===== config.mk =====
export PLATFORM = sky130hd
export DESIGN_NAME = threewire_arbiter
export DESIGN_NICKNAME = d
export VERILOG_FILES = /design/src/rtl/threewire_pkg.sv /design/src/rtl/threewire_arbiter_picker.sv /design/src/rtl/threewire_arbiter.sv
export SDC_FILE = /design/constraint.sdc
export NUM_CORES = 1
export LEC_CHECK = 0
export CAP_MARGIN = 20
export CORE_UTILIZATION = 30
export DETAILED_ROUTE_END_ITERATION = 7
export SLEW_MARGIN = 10
export SYNTH_ARGS = -nofsm -noshare
export SYNTH_HDL_FRONTEND = slang
export SYNTH_SLANG_ARGS = --single-unit

===== constraint.sdc =====
create_clock -name in_clk -period 4.95 [get_ports in_clk]
set_clock_uncertainty 0.1 [all_clocks]
set_input_delay 1.485 -clock in_clk [delete_from_list [all_inputs] [get_ports in_clk]]
set_output_delay 1.485 -clock in_clk [all_outputs]
set_load 0.02 [all_outputs]

===== src/rtl/threewire_pkg.sv =====
// ============================================================================
// threewire_pkg : shared widths, FSM encoding and sizing helpers
// Rev 1.0
// ============================================================================
`default_nettype none

package threewire_pkg;

    localparam int DEF_ADDR_BITS = 10;
    localparam int DEF_DATA_BITS = 32;

    typedef enum logic [2:0] {
        ST_IDLE  = 3'd0,
        ST_START = 3'd1,
        ST_XFER  = 3'd2,
        ST_DONE  = 3'd3,
        ST_ERR   = 3'd4
    } state_t;

    function automatic int idx_width(input int n);
        return (n > 1) ? $clog2(n) : 1;
    endfunction

    // Counter only has to reach START_TIMEOUT-1.
    function automatic int cnt_width(input int t);
        return (t > 1) ? $clog2(t) : 1;
    endfunction

endpackage

`default_nettype wire


===== src/rtl/threewire_arbiter_picker.sv =====
// ============================================================================
// rr_priority_picker : first asserted request after last_grant, wrapping
// Rev 1.0
// ============================================================================
`default_nettype none

module rr_priority_picker
    import threewire_pkg::*;
#(
    parameter int NUM_REQ = 4,
    parameter int IDX_W   = idx_width(NUM_REQ)
) (
    input  logic [NUM_REQ-1:0] i_req,
    input  logic [IDX_W-1:0]   i_last,
    output logic               o_valid,
    output logic [IDX_W-1:0]   o_idx
);

    int w_cand;

    // Scan from the farthest offset down so the nearest one after i_last wins.
    always_comb begin
        o_valid = 1'b0;
        o_idx   = '0;
        w_cand  = 0;
        for (int k = NUM_REQ; k >= 1; k--) begin
            w_cand = (int'(i_last) + k) % NUM_REQ;
            if (i_req[w_cand[IDX_W-1:0]]) begin
                o_valid = 1'b1;
                o_idx   = w_cand[IDX_W-1:0];
            end
        end
    end

endmodule

`default_nettype wire


===== src/rtl/threewire_arbiter.sv =====
// ============================================================================
// threewire_arbiter : round-robin sequencer sharing one threewire master
// Rev 1.0
// ============================================================================
`default_nettype none

module threewire_arbiter
    import threewire_pkg::*;
#(
    parameter int NUM_REQ       = 4,
    parameter int ADDR_BITS     = DEF_ADDR_BITS,
    parameter int DATA_BITS     = DEF_DATA_BITS,
    parameter int START_TIMEOUT = 255
) (
    input  logic                           in_clk,
    input  logic                           in_rst,
    input  logic [NUM_REQ-1:0]             in_req,
    input  logic [NUM_REQ-1:0]             in_req_mode_wr,
    input  logic [NUM_REQ*ADDR_BITS-1:0]   in_req_addr,
    input  logic [NUM_REQ*DATA_BITS-1:0]   in_req_wr_data,
    output logic [NUM_REQ-1:0]             out_req_ack,
    output logic [NUM_REQ-1:0]             out_req_done,
    output logic [NUM_REQ-1:0]             out_req_err,
    output logic [DATA_BITS-1:0]           out_rd_data,
    output logic                           out_busy,
    output logic                           out_tw_start,
    output logic                           out_tw_mode_wr,
    output logic [ADDR_BITS-1:0]           out_tw_addr,
    output logic [DATA_BITS-1:0]           out_tw_wr_data,
    input  logic                           in_tw_in_progress,
    input  logic [DATA_BITS-1:0]           in_tw_rd_data
);

    localparam int IDX_W = idx_width(NUM_REQ);
    localparam int CNT_W = cnt_width(START_TIMEOUT);
    localparam logic [CNT_W-1:0] C_CNT_LAST = CNT_W'(START_TIMEOUT - 1);
    localparam logic [IDX_W-1:0] C_LAST_RST = IDX_W'(NUM_REQ - 1);

    state_t             r_state;
    logic [IDX_W-1:0]   r_last;
    logic [IDX_W-1:0]   r_grant;
    logic [CNT_W-1:0]   r_cnt;

    logic               w_valid;
    logic [IDX_W-1:0]   w_pick;
    logic [NUM_REQ-1:0] w_pick_oh;
    logic [NUM_REQ-1:0] w_grant_oh;

    rr_priority_picker #(
        .NUM_REQ (NUM_REQ),
        .IDX_W   (IDX_W)
    ) u_picker (
        .i_req   (in_req),
        .i_last  (r_last),
        .o_valid (w_valid),
        .o_idx   (w_pick)
    );

    assign w_pick_oh  = NUM_REQ'(1) << w_pick;
    assign w_grant_oh = NUM_REQ'(1) << r_grant;

    // Pulses are loaded on the edge entering the state they belong to so that
    // every output comes straight from a flop.
    always_ff @(posedge in_clk or posedge in_rst) begin
        if (in_rst) begin
            r_state        <= ST_IDLE;
            r_last         <= C_LAST_RST;
            r_grant        <= '0;
            r_cnt          <= '0;
            out_req_ack    <= '0;
            out_req_done   <= '0;
            out_req_err    <= '0;
            out_rd_data    <= '0;
            out_busy       <= 1'b0;
            out_tw_start   <= 1'b0;
            out_tw_mode_wr <= 1'b0;
            out_tw_addr    <= '0;
            out_tw_wr_data <= '0;
        end else begin
            out_req_ack  <= '0;
            out_req_done <= '0;
            out_req_err  <= '0;
            case (r_state)
                ST_IDLE: begin
                    if (w_valid) begin
                        r_state        <= ST_START;
                        r_grant        <= w_pick;
                        r_last         <= w_pick;
                        r_cnt          <= '0;
                        out_tw_mode_wr <= in_req_mode_wr[w_pick];
                        out_tw_addr    <= in_req_addr[w_pick*ADDR_BITS +: ADDR_BITS];
                        out_tw_wr_data <= in_req_wr_data[w_pick*DATA_BITS +: DATA_BITS];
                        out_req_ack    <= w_pick_oh;
                        out_tw_start   <= 1'b1;
                        out_busy       <= 1'b1;
                    end
                end
                ST_START: begin
                    if (in_tw_in_progress) begin
                        r_state      <= ST_XFER;
                        out_tw_start <= 1'b0;
                    end else if (r_cnt == C_CNT_LAST) begin
                        r_state      <= ST_ERR;
                        out_tw_start <= 1'b0;
                        out_req_done <= w_grant_oh;
                        out_req_err  <= w_grant_oh;
                    end else begin
                        r_cnt <= r_cnt + 1'b1;
                    end
                end
                ST_XFER: begin
                    if (!in_tw_in_progress) begin
                        r_state      <= ST_DONE;
                        out_req_done <= w_grant_oh;
                        if (!out_tw_mode_wr) begin
                            out_rd_data <= in_tw_rd_data;
                        end
                    end
                end
                ST_DONE, ST_ERR: begin
                    r_state  <= ST_IDLE;
                    out_busy <= 1'b0;
                end
                default: begin
                    r_state  <= ST_IDLE;
                    out_busy <= 1'b0;
                end
            endcase
        end
    end

endmodule

`default_nettype wire


# Word level (Yosys, flattened, before mapping)
# Index checks and enable logic that the tools add are counted.
# op_classes
add_sub_neg	5
n_mul	1
order_cmp	5
n_eq_ne	8
shift	4
mux	39
bitwise_logic	3
reduce_logical	9
# op_table
operator	n
$shiftx A128 B8 Y32	1
$shiftx A40 B7 Y10	1
$mux W4	6
$mux W8	3
$pmux W8 S2	1
$lt A2 B3 Y1 const B	5
$mux W1	12
$mux W3	4
$bmux W1 S2	5
$pmux W3 S3	1
$reduce_and A3 Y1	3
$add A8 B1 Y8 const B	1
$eq A8 B8 Y1 const B	1
$mux W2	4
$pmux W4 S2	1
$shl A1 B2 Y4 const A	2
$ne A2 B2 Y1 const B	3
$mul A2 B3 Y5 const B	1
$add A2 B1 Y2 const B	2
$add A2 B2 Y2 const B	2
$pmux W1 S2	2
$reduce_and A2 Y1	2
$reduce_and A4 Y1	1
$eq A3 B1 Y1 const B	1
7 further kinds	9
# totals
reg_bits	104
in_bits	211
out_inout_bits	89
elab_cells	87

# Depth between registers and ports, before layout
# Gate-level depths: netlist of the first run.
# logic_depth
depth_word	10
ltp_mapped	8
ltp_nobuf	7

# Hierarchy
# A second synthesis of the first run with hierarchy kept.
# hier_totals
hier_cells	443
area_unflattened_um2	5193.7
# by_module_without_submodules
module	n_inst	cells_per_inst	area_each_um2	seq_area_each_um2
threewire_arbiter	1	429	5102.4	2605.0
rr_priority_picker	1	14	91.3	0.0

# Worst setup path after synthesis of the first run
# OpenSTA, ideal clock, no wires.
# synth_path
path_type	input port to flip-flop
startpoint	input port in_req[0]
endpoint	register out_tw_addr[9]
setup_time_ns	0.142
arrival_ns	2.731
required_ns	4.708
slack_ns	1.977
stages	8
path_buffers	3
path_cell_list	nand2b_1 -> a21bo_2 -> buf_2 -> and3_1 -> buf_4 -> buf_2 -> a211oi_1 -> a211oi_1
# synth_between
elab_chain_len	8
word_cells_on_any_way	19
cone_classes	1 x mul; 1 x shift; 16 x mux; 1 x reduce/logical
# synth_lines
item	line_no	rtl
start, declared	threewire_arbiter.sv:17	input logic [NUM_REQ-1:0] in_req,
$bmux W1 S2	threewire_arbiter_picker.sv:28	if (i_req[w_cand[IDX_W-1:0]]) begin
$mux W1 (not written as such)	threewire_arbiter_picker.sv:28	
$mux W2 (4 in series)	threewire_arbiter_picker.sv:28	
$mul A2 B3 Y5	threewire_arbiter.sv:91	out_tw_addr <= in_req_addr[w_pick*ADDR_BITS +: ADDR_BITS];
$shiftx A40 B7 Y10	threewire_arbiter.sv:91	
end signal, assigned	threewire_arbiter.sv:91	
end, declared	threewire_arbiter.sv:28	output logic [ADDR_BITS-1:0] out_tw_addr,
# Parallel ways exist; a longest one is shown, timed or not. The select of a mux whose other input is x is not followed.
# A chain may end at the register's enable or synchronous reset.

# Final worst setup path of the first run
# layout_path
startpoint	input port in_req[1]
endpoint	register out_tw_wr_data[28]
# layout_between
elab_chain_len	7
word_cells_on_any_way	18
cone_classes	1 x shift; 16 x mux; 1 x reduce/logical
# layout_lines
item	line_no	rtl
$bmux W1 S2	threewire_arbiter_picker.sv:28	
$mux W1 (not written as such)	threewire_arbiter_picker.sv:28	
$mux W2 / $mux W1 (equally long branches) (4 in series)	threewire_arbiter_picker.sv:28	
$shiftx A128 B8 Y32 / $reduce_and A2 Y1 (equally long branches)	-	
end signal, assigned	threewire_arbiter.sv:92	out_tw_wr_data <= in_req_wr_data[w_pick*DATA_BITS +: DATA_BITS];
end, declared	threewire_arbiter.sv:29	output logic [DATA_BITS-1:0] out_tw_wr_data,
# Parallel ways exist; a longest one is shown, timed or not. The select of a mux whose other input is x is not followed.

==> metrics.txt, run 1 <==
Slew Limit Fails 0; cell area after layout 8940 um2; root buf cell clkbuf_16; GPL Wtd Cong 0.818; antenna viol nets, final 0; Worst-Margin Slew 0.777 ns; post-synth top area cell dfrtp_1; Worst Hold Depth 1; final hold vios 0; via/cell ratio 4.99; vias in the first global route 5457; most frequent cell after synthesis dfrtp_1; Starting DRT DRC Count 254; layout cells sized above 1 0.0846; Syn Nets 746; RSZ-0062 raised after global routing no; Largest stage delay, worst path 0.60 ns; flops & latches, synth 104; Cell Rows 48; ant diodes 0; I/O Buffers 299; Worst slew margin 0.477; Worst Hold End out_rd_data[24]; fmax 268 MHz; # DRC 0; WP buf/inv 2; HP Start out_rd_data[24]; commonest cells in the netlist dfrtp_1 (102), a211oi_1 (86), nor2_1 (61); H-tree level count 3; Reg2Reg Capture Point out_tw_wr_data[28]; Post-DP HPWL 13600 um; Data required, critical path 5.06 ns; Post-Route WL 17900 um; Clock Sinks 104; Post-Layout Cell Count 1041; CP top delay family buffers and inverters; fin crit period 3.73 ns; Final Cycle Share 0.753; largest net degree at the start of global routing 65; DR pass1 iterations 5; Synth Instances 533; most used cell along the critical path a211oi_1; setup bufs post-CTS 0; Die Height 136 um; Layout Area Growth over Synthesis 65.1%; vias 5193; peak supply drop 281 uV; Yosys top cell area share 0.471; crit-path max FO 33; first-pass GRT wire length 27700 um; clk_lat worst skew 0.35 ns; post-route setup TNS 0 ns; Post-Place Worst Slack 0.817 ns; Post-DP Area 8640 um2; R2R depth 6; crit-path cells clkdlybuf4s50_1, nor3b_1, a311o_1, nand2_2, buf_4, a211oi_1, a211oi_1; CP startpoint kind input port; Crit path arrival time 3.83 ns; sequential fraction of the synthesis area 0.481; cts-stage hold buffer count 0; cts bufs inserted 9; GR Overflow Total 0; clock buffer depth 2; synth top area cells dfrtp_1 (47%), a211oi_1 (12%), mux2i_1 (7.9%); final setup fails 0; mean post-synth cell area 10.2 um2; run status finished, final reports clean; Cell Area, Synth 5420 um2; core box area 17500 um2; Max-Cap Viols 0; Crit Path Class in2reg; worst r2r src r_last[0]; Die W 136 um; top_reg_cell synth dfrtp_1; global-route usage over all layers 0.194; drt wl/cell 17.2 um; Initial Util 0.310; CTS clk-pin slew, worst paths 0.08 ns; R2R setup slack 2.50 ns; post-route setup slack 1.22 ns; I/O pin total 300; CP Capture Type register; # resized after CTS 0; post-synth cell types 43; CP max stage cell clkdlybuf4s50_1; Post-synth EDFFs 0; P per Cell Area 533 nW/um2; TritonCTS clock tree done; Hold Path Class reg2reg; Nets 1024; leakage 3.68 nW; die footprint 18600 um2; initial antenna violation count 0; ys async rst share 1.00; Synth warnings 0; Post-Place Cells 1025
flip-flops by register name (all words and copies together) (netlist names), 3 cells and up:
name	count
out_rd_data	32
out_tw_wr_data	32
out_tw_addr	10
r_cnt	8
out_req_ack	4
out_req_done	4
out_req_err	4
r_state	3
layer usage:
layer  vias up  share of wire  track usage
met5         -              0            0
met3        28          0.073       0.0485
met1      2464           0.39        0.215
met2       215           0.51        0.353
li1       2486              -            -
met4         0          0.023       0.0722
per-stage QoR:
stage / power (mW) / util / hold WS, ns
2_1_floorplan: 2.90 / - / 0.385
4_1_cts: 4.82 / 0.512 / 0.402
3_5_place_dp: 4.08 / 0.494 / 0.384
3_3_place_gp: 4.03 / 0.494 / 0.365
5_1_grt: 5.06 / 0.512 / 0.420
6_report: 4.76 / 0.512 / 0.401
final cells by class:
cell class              count  area (um2)
clock buffers               9         225
multi-input cells         338        2450
well taps                 225         282
clock inverters             7        77.6
inverters                  49         186
flip-flops and latches    104        2610
repair buffers            309        3120
fillers                  1552        8530
cell families (layout without fill, tap and decap cells):
group                    after synthesis  after routing  synth area share
AO/OA/AOI/OAI                        154            154             0.198
flip-flops                           104            104             0.481
AND/OR/NAND/NOR                      104            104            0.0912
buffers and inverters                 91            374            0.0744
multiplexers                          75             75             0.146
XOR/XNOR                               3              3           0.00485
adder cells (fa/ha/maj)                2              2           0.00462
power breakdown:
group | internal, mW | switching [mW] | leakage, nW
clock | 0.399 | 0.328 | 0.152
combinational | 1.23 | 1.36 | 2.28
sequential | 1.22 | 0.227 | 1.25
total | 2.85 | 1.92 | 3.68
how the worst max path moves through the flow:
stage / from / endpoint / slack [ns] / cells past startpoint
floorplan: in_rst / out_busy / 0.64 / 1
global placement: in_req[1] / out_tw_addr[0] / 0.96 / 7
detailed placement: in_req[1] / out_tw_addr[4] / 0.82 / 7
CTS: in_req[1] / out_tw_wr_data[30] / 1.21 / 7
global route: in_req[1] / out_tw_wr_data[28] / 0.98 / 7
finish: in_req[1] / out_tw_wr_data[28] / 1.22 / 7
worst register-to-register path: stages, from the launching register on:
cell	delay, ns
dfstp_2	0.55
nand2b_1	0.13
a311o_1	0.32
nand2_2	0.47
buf_4	0.38
a211oi_1	0.28
a211oi_1	0.09
cell usage in the layout (no fill, tap or decap), types with 5 or more instances in the layout:
| cell type | n |
|---|---|
| o21ai_0 | 5 |
| nand2_1 | 8 |
| nand2b_1 | 9 |
| dfrtp_1 | 102 |
| a21oi_1 | 9 |
| a31oi_1 | 43 |
| inv_1 | 48 |
| nor3_1 | 5 |
| a211oi_1 | 86 |
| mux2i_1 | 43 |
| clkdlybuf4s50_1 | 299 |
| mux2_2 | 30 |
| clkbuf_16 | 9 |
| nor2_1 | 61 |
| buf_4 | 6 |
Note: power is estimated with default switching activity, not from simulation.
==> run 2, diff against run 1 <==
Clock period 4.95 ns to 3.65 ns, I/O delays scaled along.
==> run 2 against run 1 <==
First-iteration DRC count is 4.7% lower. Register-to-register slack worse by 0.99 ns. Critical path depth stayed put. Wire length is 1.1% higher. Worst hold slack worse by 0.011 ns. Critical path type unchanged. Total power is 36% higher. Utilization is 0.15 points higher. Clock-buffer cell count is 1 higher. Sequential share of layout area is 0.085 points lower.
==> metrics.txt, run 2 (same netlist as run 1, synthesis figures left out) <==
run status finished, final reports clean; initial antenna violation count 0; TritonCTS clock tree done; Data required, critical path 3.79 ns; cts-stage hold buffer count 0; Cell Rows 48; largest net degree at the start of global routing 105; # resized after CTS 0; most frequent cells in the layout clkdlybuf4s50_1 (299), dfrtp_1 (102), a211oi_1 (86); CP startpoint kind input port; setup bufs post-CTS 0; Crit path arrival time 3.14 ns; H-tree level count 3; Logic pwr share 0.548; Internal 3.89 mW; I/O pin total 300; fin crit period 3.00 ns; Post-Route WL 18100 um; Post-DP Area 8680 um2; Die W 136 um; CTS clk-pin slew, worst paths 0.06 ns; Flop pwr share 0.304; Post-DP HPWL 13500 um; root buf cell clkbuf_16; ant diodes 0; Layout Area Growth over Synthesis 65.5%; Hold Path Class reg2reg; Net Sw Frac 0.399; I/O Buffers 299; fmax 334 MHz; clk_lat worst skew 0.35 ns; CP max stage cell clkdlybuf4s50_1; post-route setup TNS 0 ns; final setup fails 0; antenna viol nets, final 0; # DRC 0; CP Capture Type register; Largest stage delay, worst path 0.53 ns; global-route usage over all layers 0.194; Worst slew margin 0.484; clock power share 0.148; Crit Path Class in2reg; Reg2Reg Capture Point out_tw_mode_wr; R2R depth 6; via/cell ratio 4.97; vias in the first global route 5259; peak supply drop 508 uV; R2R setup slack 1.51 ns; cts bufs inserted 9; Nets 1026; GPL Wtd Cong 0.862; DR pass1 iterations 4; GR Overflow Total 0; largest registers out_rd_data x32, out_tw_wr_data x32, out_tw_addr x10; Clock Sinks 104; Final Cycle Share 0.821; Slew Limit Fails 0; layout cells sized above 1 0.0856; core box area 17500 um2; final hold vios 0; Die Height 136 um; first-pass GRT wire length 27500 um; leakage 3.69 nW; Starting DRT DRC Count 242; clock buffer depth 2; end of the critical path out_tw_wr_data[3]; crit-path cells clkdlybuf4s50_1, nor4_1, nor2_1, nand2_1, nor2_4, buf_4, a211oi_1; worst r2r src r_last[0]; vias 5185; die footprint 18600 um2; Critical path origin in_req[1]; RSZ-0062 raised after global routing no; Worst-Margin Slew 0.767 ns; cell area after layout 8970 um2; Max-Cap Viols 0; Initial Util 0.310; P per Cell Area 722 nW/um2; NetSw 2.58 mW; leading cell type in the layout, fill and taps excluded clkdlybuf4s50_1; drt wl/cell 17.4 um; crit-path max FO 33
==> run 2: cell type report <==
type | count | area (um2)
flip-flops and latches | 104 | 2610
clock inverters | 6 | 58.8
clock buffers | 10 | 229
well taps | 225 | 282
inverters | 49 | 188
multi-input cells | 338 | 2450
repair buffers | 311 | 3160
fillers | 1570 | 8510
==> run 2: worst min-delay path by stage <==
stage | from | depth (start not counted) | endpoint
3_5_place_dp | out_rd_data[25] | 1 | out_rd_data[25]
4_1_cts | out_rd_data[25] | 1 | out_rd_data[25]
3_3_place_gp | out_rd_data[25] | 1 | out_rd_data[25]
5_1_grt | out_rd_data[13] | 1 | out_rd_data[13]
6_report | out_rd_data[25] | 1 | out_rd_data[25]
2_1_floorplan | r_grant[0] | 1 | out_req_done[0]
==> run 2: power by group through the flow <==
stage / registers, mW / clock network (mW) / logic (mW)
2_1_floorplan: 2.46 / 0 / 1.47
3_3_place_gp: 1.98 / 0 / 3.53
3_5_place_dp: 2.00 / 0 / 3.57
4_1_cts: 1.98 / 0.985 / 3.58
5_1_grt: 2.04 / 1.03 / 3.80
6_report: 1.97 / 0.955 / 3.55
==> run 2: per-layer routing <==
| layer | routed length, um | track usage |
|---|---|---|
| met5 | 0 | 0 |
| met2 | 8990 | 0.335 |
| met4 | 534 | 0.0710 |
| met3 | 1470 | 0.0570 |
| met1 | 7130 | 0.226 |
==> run 2: through the flow <==
stage / util / std cells / setup slack (ns) / total power, mW / hold slack, ns
after floorplan: - / 533 / 1.07 / 3.94 / 0.385
after detailed placement: 0.497 / 1027 / 0.278 / 5.57 / 0.378
after global placement: 0.497 / 1027 / 0.419 / 5.51 / 0.376
final: 0.513 / 1043 / 0.653 / 6.47 / 0.390
after CTS: 0.513 / 1043 / 0.646 / 6.54 / 0.398
after global routing: 0.513 / 1043 / 0.468 / 6.87 / 0.420
==> run 2: critical path: cells and delay by family <==
kind	cells	cell delay (ns)
buf+inv	2	0.78
simple gates	4	0.96
compound gates	1	0.27
==> run 3, diff against run 2 <==
Settings changed: PLACE_DENSITY set to 0.67.
Clock period 3.65 ns to 2.4 ns, I/O delays scaled along.
==> run 3 against run 2 <==
Wire length fell by 1.4%. Critical path depth rose by 1. Setup slack got worse by 0.59 ns. Sequential power rose by 49%. Utilization rose by 2.3 points. Via count rose by 1.3%. First-iteration DRC count fell by 15%. Register-to-register slack got worse by 1.2 ns. Critical path type unchanged.
==> metrics.txt, run 3 (same netlist as run 1, synthesis figures left out) <==
vias 5250; CP top delay family buffers and inverters; Post-Route WL 17900 um; # DRC 0; leakage 3.90 nW; Post-DP Area 9040 um2; Die Height 136 um; Die W 136 um; antenna viol nets, final 0; Reg area 2610 um2; first-pass GRT wire length 27800 um; leading cell type in the layout, fill and taps excluded clkdlybuf4s50_1; R2R depth 5; Crit Path Class in2reg; largest net degree at the start of global routing 63; layout cells sized above 1 0.132; Starting DRT DRC Count 205; run status finished, final reports clean; cell area after layout 9370 um2; Largest stage delay, worst path 0.47 ns; I/O Buffers 299; fin crit period 2.33 ns; Worst slew margin 0.711; TritonCTS clock tree done; Final Cycle Share 0.972; global-route usage over all layers 0.194; CP startpoint kind input port; I/O pin total 300; Layout Area Growth over Synthesis 72.9%; Worst Hold Depth 1; WP buf/inv 4; Reg2Reg Capture Point r_cnt[5]; final setup fails 0; cts bufs inserted 9; largest registers out_rd_data x32, out_tw_wr_data x32, out_tw_addr x10; H-tree level count 3; die footprint 18600 um2; DR pass1 iterations 4; Crit path arrival time 2.48 ns; drt wl/cell 16.6 um; Hold Path Class reg2reg; Slew Limit Fails 0; Data required, critical path 2.55 ns; ant diodes 0; Clock Sinks 104; Worst Hold End out_rd_data[25]; GR Overflow Total 0; CP max stage cell clkdlybuf4s50_1; core box area 17500 um2; clk_lat worst skew 0.34 ns; peak supply drop 632 uV; Worst-Margin Slew 0.433 ns; area of the multi-input gates 2480 um2; crit-path max FO 21; crit-path cells clkdlybuf4s50_1, buf_4, o21ai_4, and3_4, buf_12, buf_4, a211oi_1, a211oi_1; HP Start out_rd_data[25]; GPL Wtd Cong 0.778; CP Capture Type register; Nets 1060; initial antenna violation count 0; via/cell ratio 4.88; R2R setup slack 0.36 ns; Max-Cap Viols 0; root buf cell clkbuf_16; vias in the first global route 5322; final hold vios 0; worst r2r src r_state[2]; Cell Rows 48; Post-DP HPWL 13300 um; Initial Util 0.310; clock buffer depth 2; most frequent cells in the layout clkdlybuf4s50_1 (297), dfrtp_1 (102), a211oi_1 (81); P per Cell Area 1100 nW/um2; Fillers 1571; cts-stage hold buffer count 0; final core utilization 0.536; CTS clk-pin slew, worst paths 0.08 ns; fmax 429 MHz
run 3: cell types whose count changed in the layout (fill, tap and decap cells not counted), sizes merged:
| cell | before | now |
|---|---|---|
| bufinv | 1 | 0 |
| clkdlybuf4s50 | 299 | 297 |
| clkinvlp | 1 | 2 |
| clkbuf | 10 | 9 |
| buf | 12 | 46 |
| dlygate4sd2 | 0 | 1 |
| inv | 49 | 50 |
| dlymetal6s2s | 0 | 1 |
| clkinv | 4 | 3 |
run 3: metrics by stage:
stage	setup TNS (ns)	total power [mW]	hold slack [ns]	worst slack, ns	cells
after global routing	-0.000580	10.9	0.425	-0.000580	1076
after CTS	0	10.4	0.395	0.0205	1075
after floorplan	0	5.99	0.385	0.192	533
after global placement	-18.76	8.82	0.368	-0.332	1060
final	0	10.3	0.387	0.0671	1076
after detailed placement	-19.17	8.91	0.379	-0.355	1060
run 3: worst reg2reg max path, cell delays in order, from the launching register on:
cell and delay (ns):
dfrtp_1 0.53, nor4b_4 0.36, nand2_1 0.11, or3_4 0.35
or3_1 0.36, a21oi_2 0.15
run 3: final cells by class:
type                    count  share of cell area
clock buffers               9              0.0240
well taps                 225              0.0300
multi-input cells         338               0.265
flip-flops and latches    104               0.278
repair buffers            345               0.377
inverters                  49              0.0200
clock inverters             6             0.00574
run 3: per-layer routing:
metal / GRT usage / share of wire / up-vias
met5: 0 / 0 / -
met4: 0.0525 / 0.0094 / 0
met3: 0.0455 / 0.074 / 11
met2: 0.338 / 0.49 / 213
met1: 0.237 / 0.42 / 2457
li1: - / - / 2569
run 3: how the worst max path moves through the flow:
stage | endpoint | cells after the start | slack, ns | startpoint
finish | out_tw_wr_data[26] | 8 | 0.07 | in_req[3]
global route | out_tw_wr_data[31] | 7 | -0.0006 | in_req[3]
CTS | out_tw_wr_data[31] | 7 | 0.02 | in_req[3]
detailed placement | out_tw_mode_wr | 8 | -0.36 | in_req[1]
global placement | out_tw_wr_data[5] | 7 | -0.33 | in_req[1]
floorplan | out_tw_addr[9] | 8 | 0.19 | in_req[0]
run 3: power breakdown:
group / internal (mW) / switching, mW
clock network: 0.716 / 0.704
logic: 2.97 / 2.94
registers: 2.51 / 0.423
run 3: repair_timing:
item	CTS	global route
pin swaps	0	1
endpoints found under the hold margin	0	0
resized for setup	1	10
setup buffers	0	1
endpoints found under the setup margin	1	44
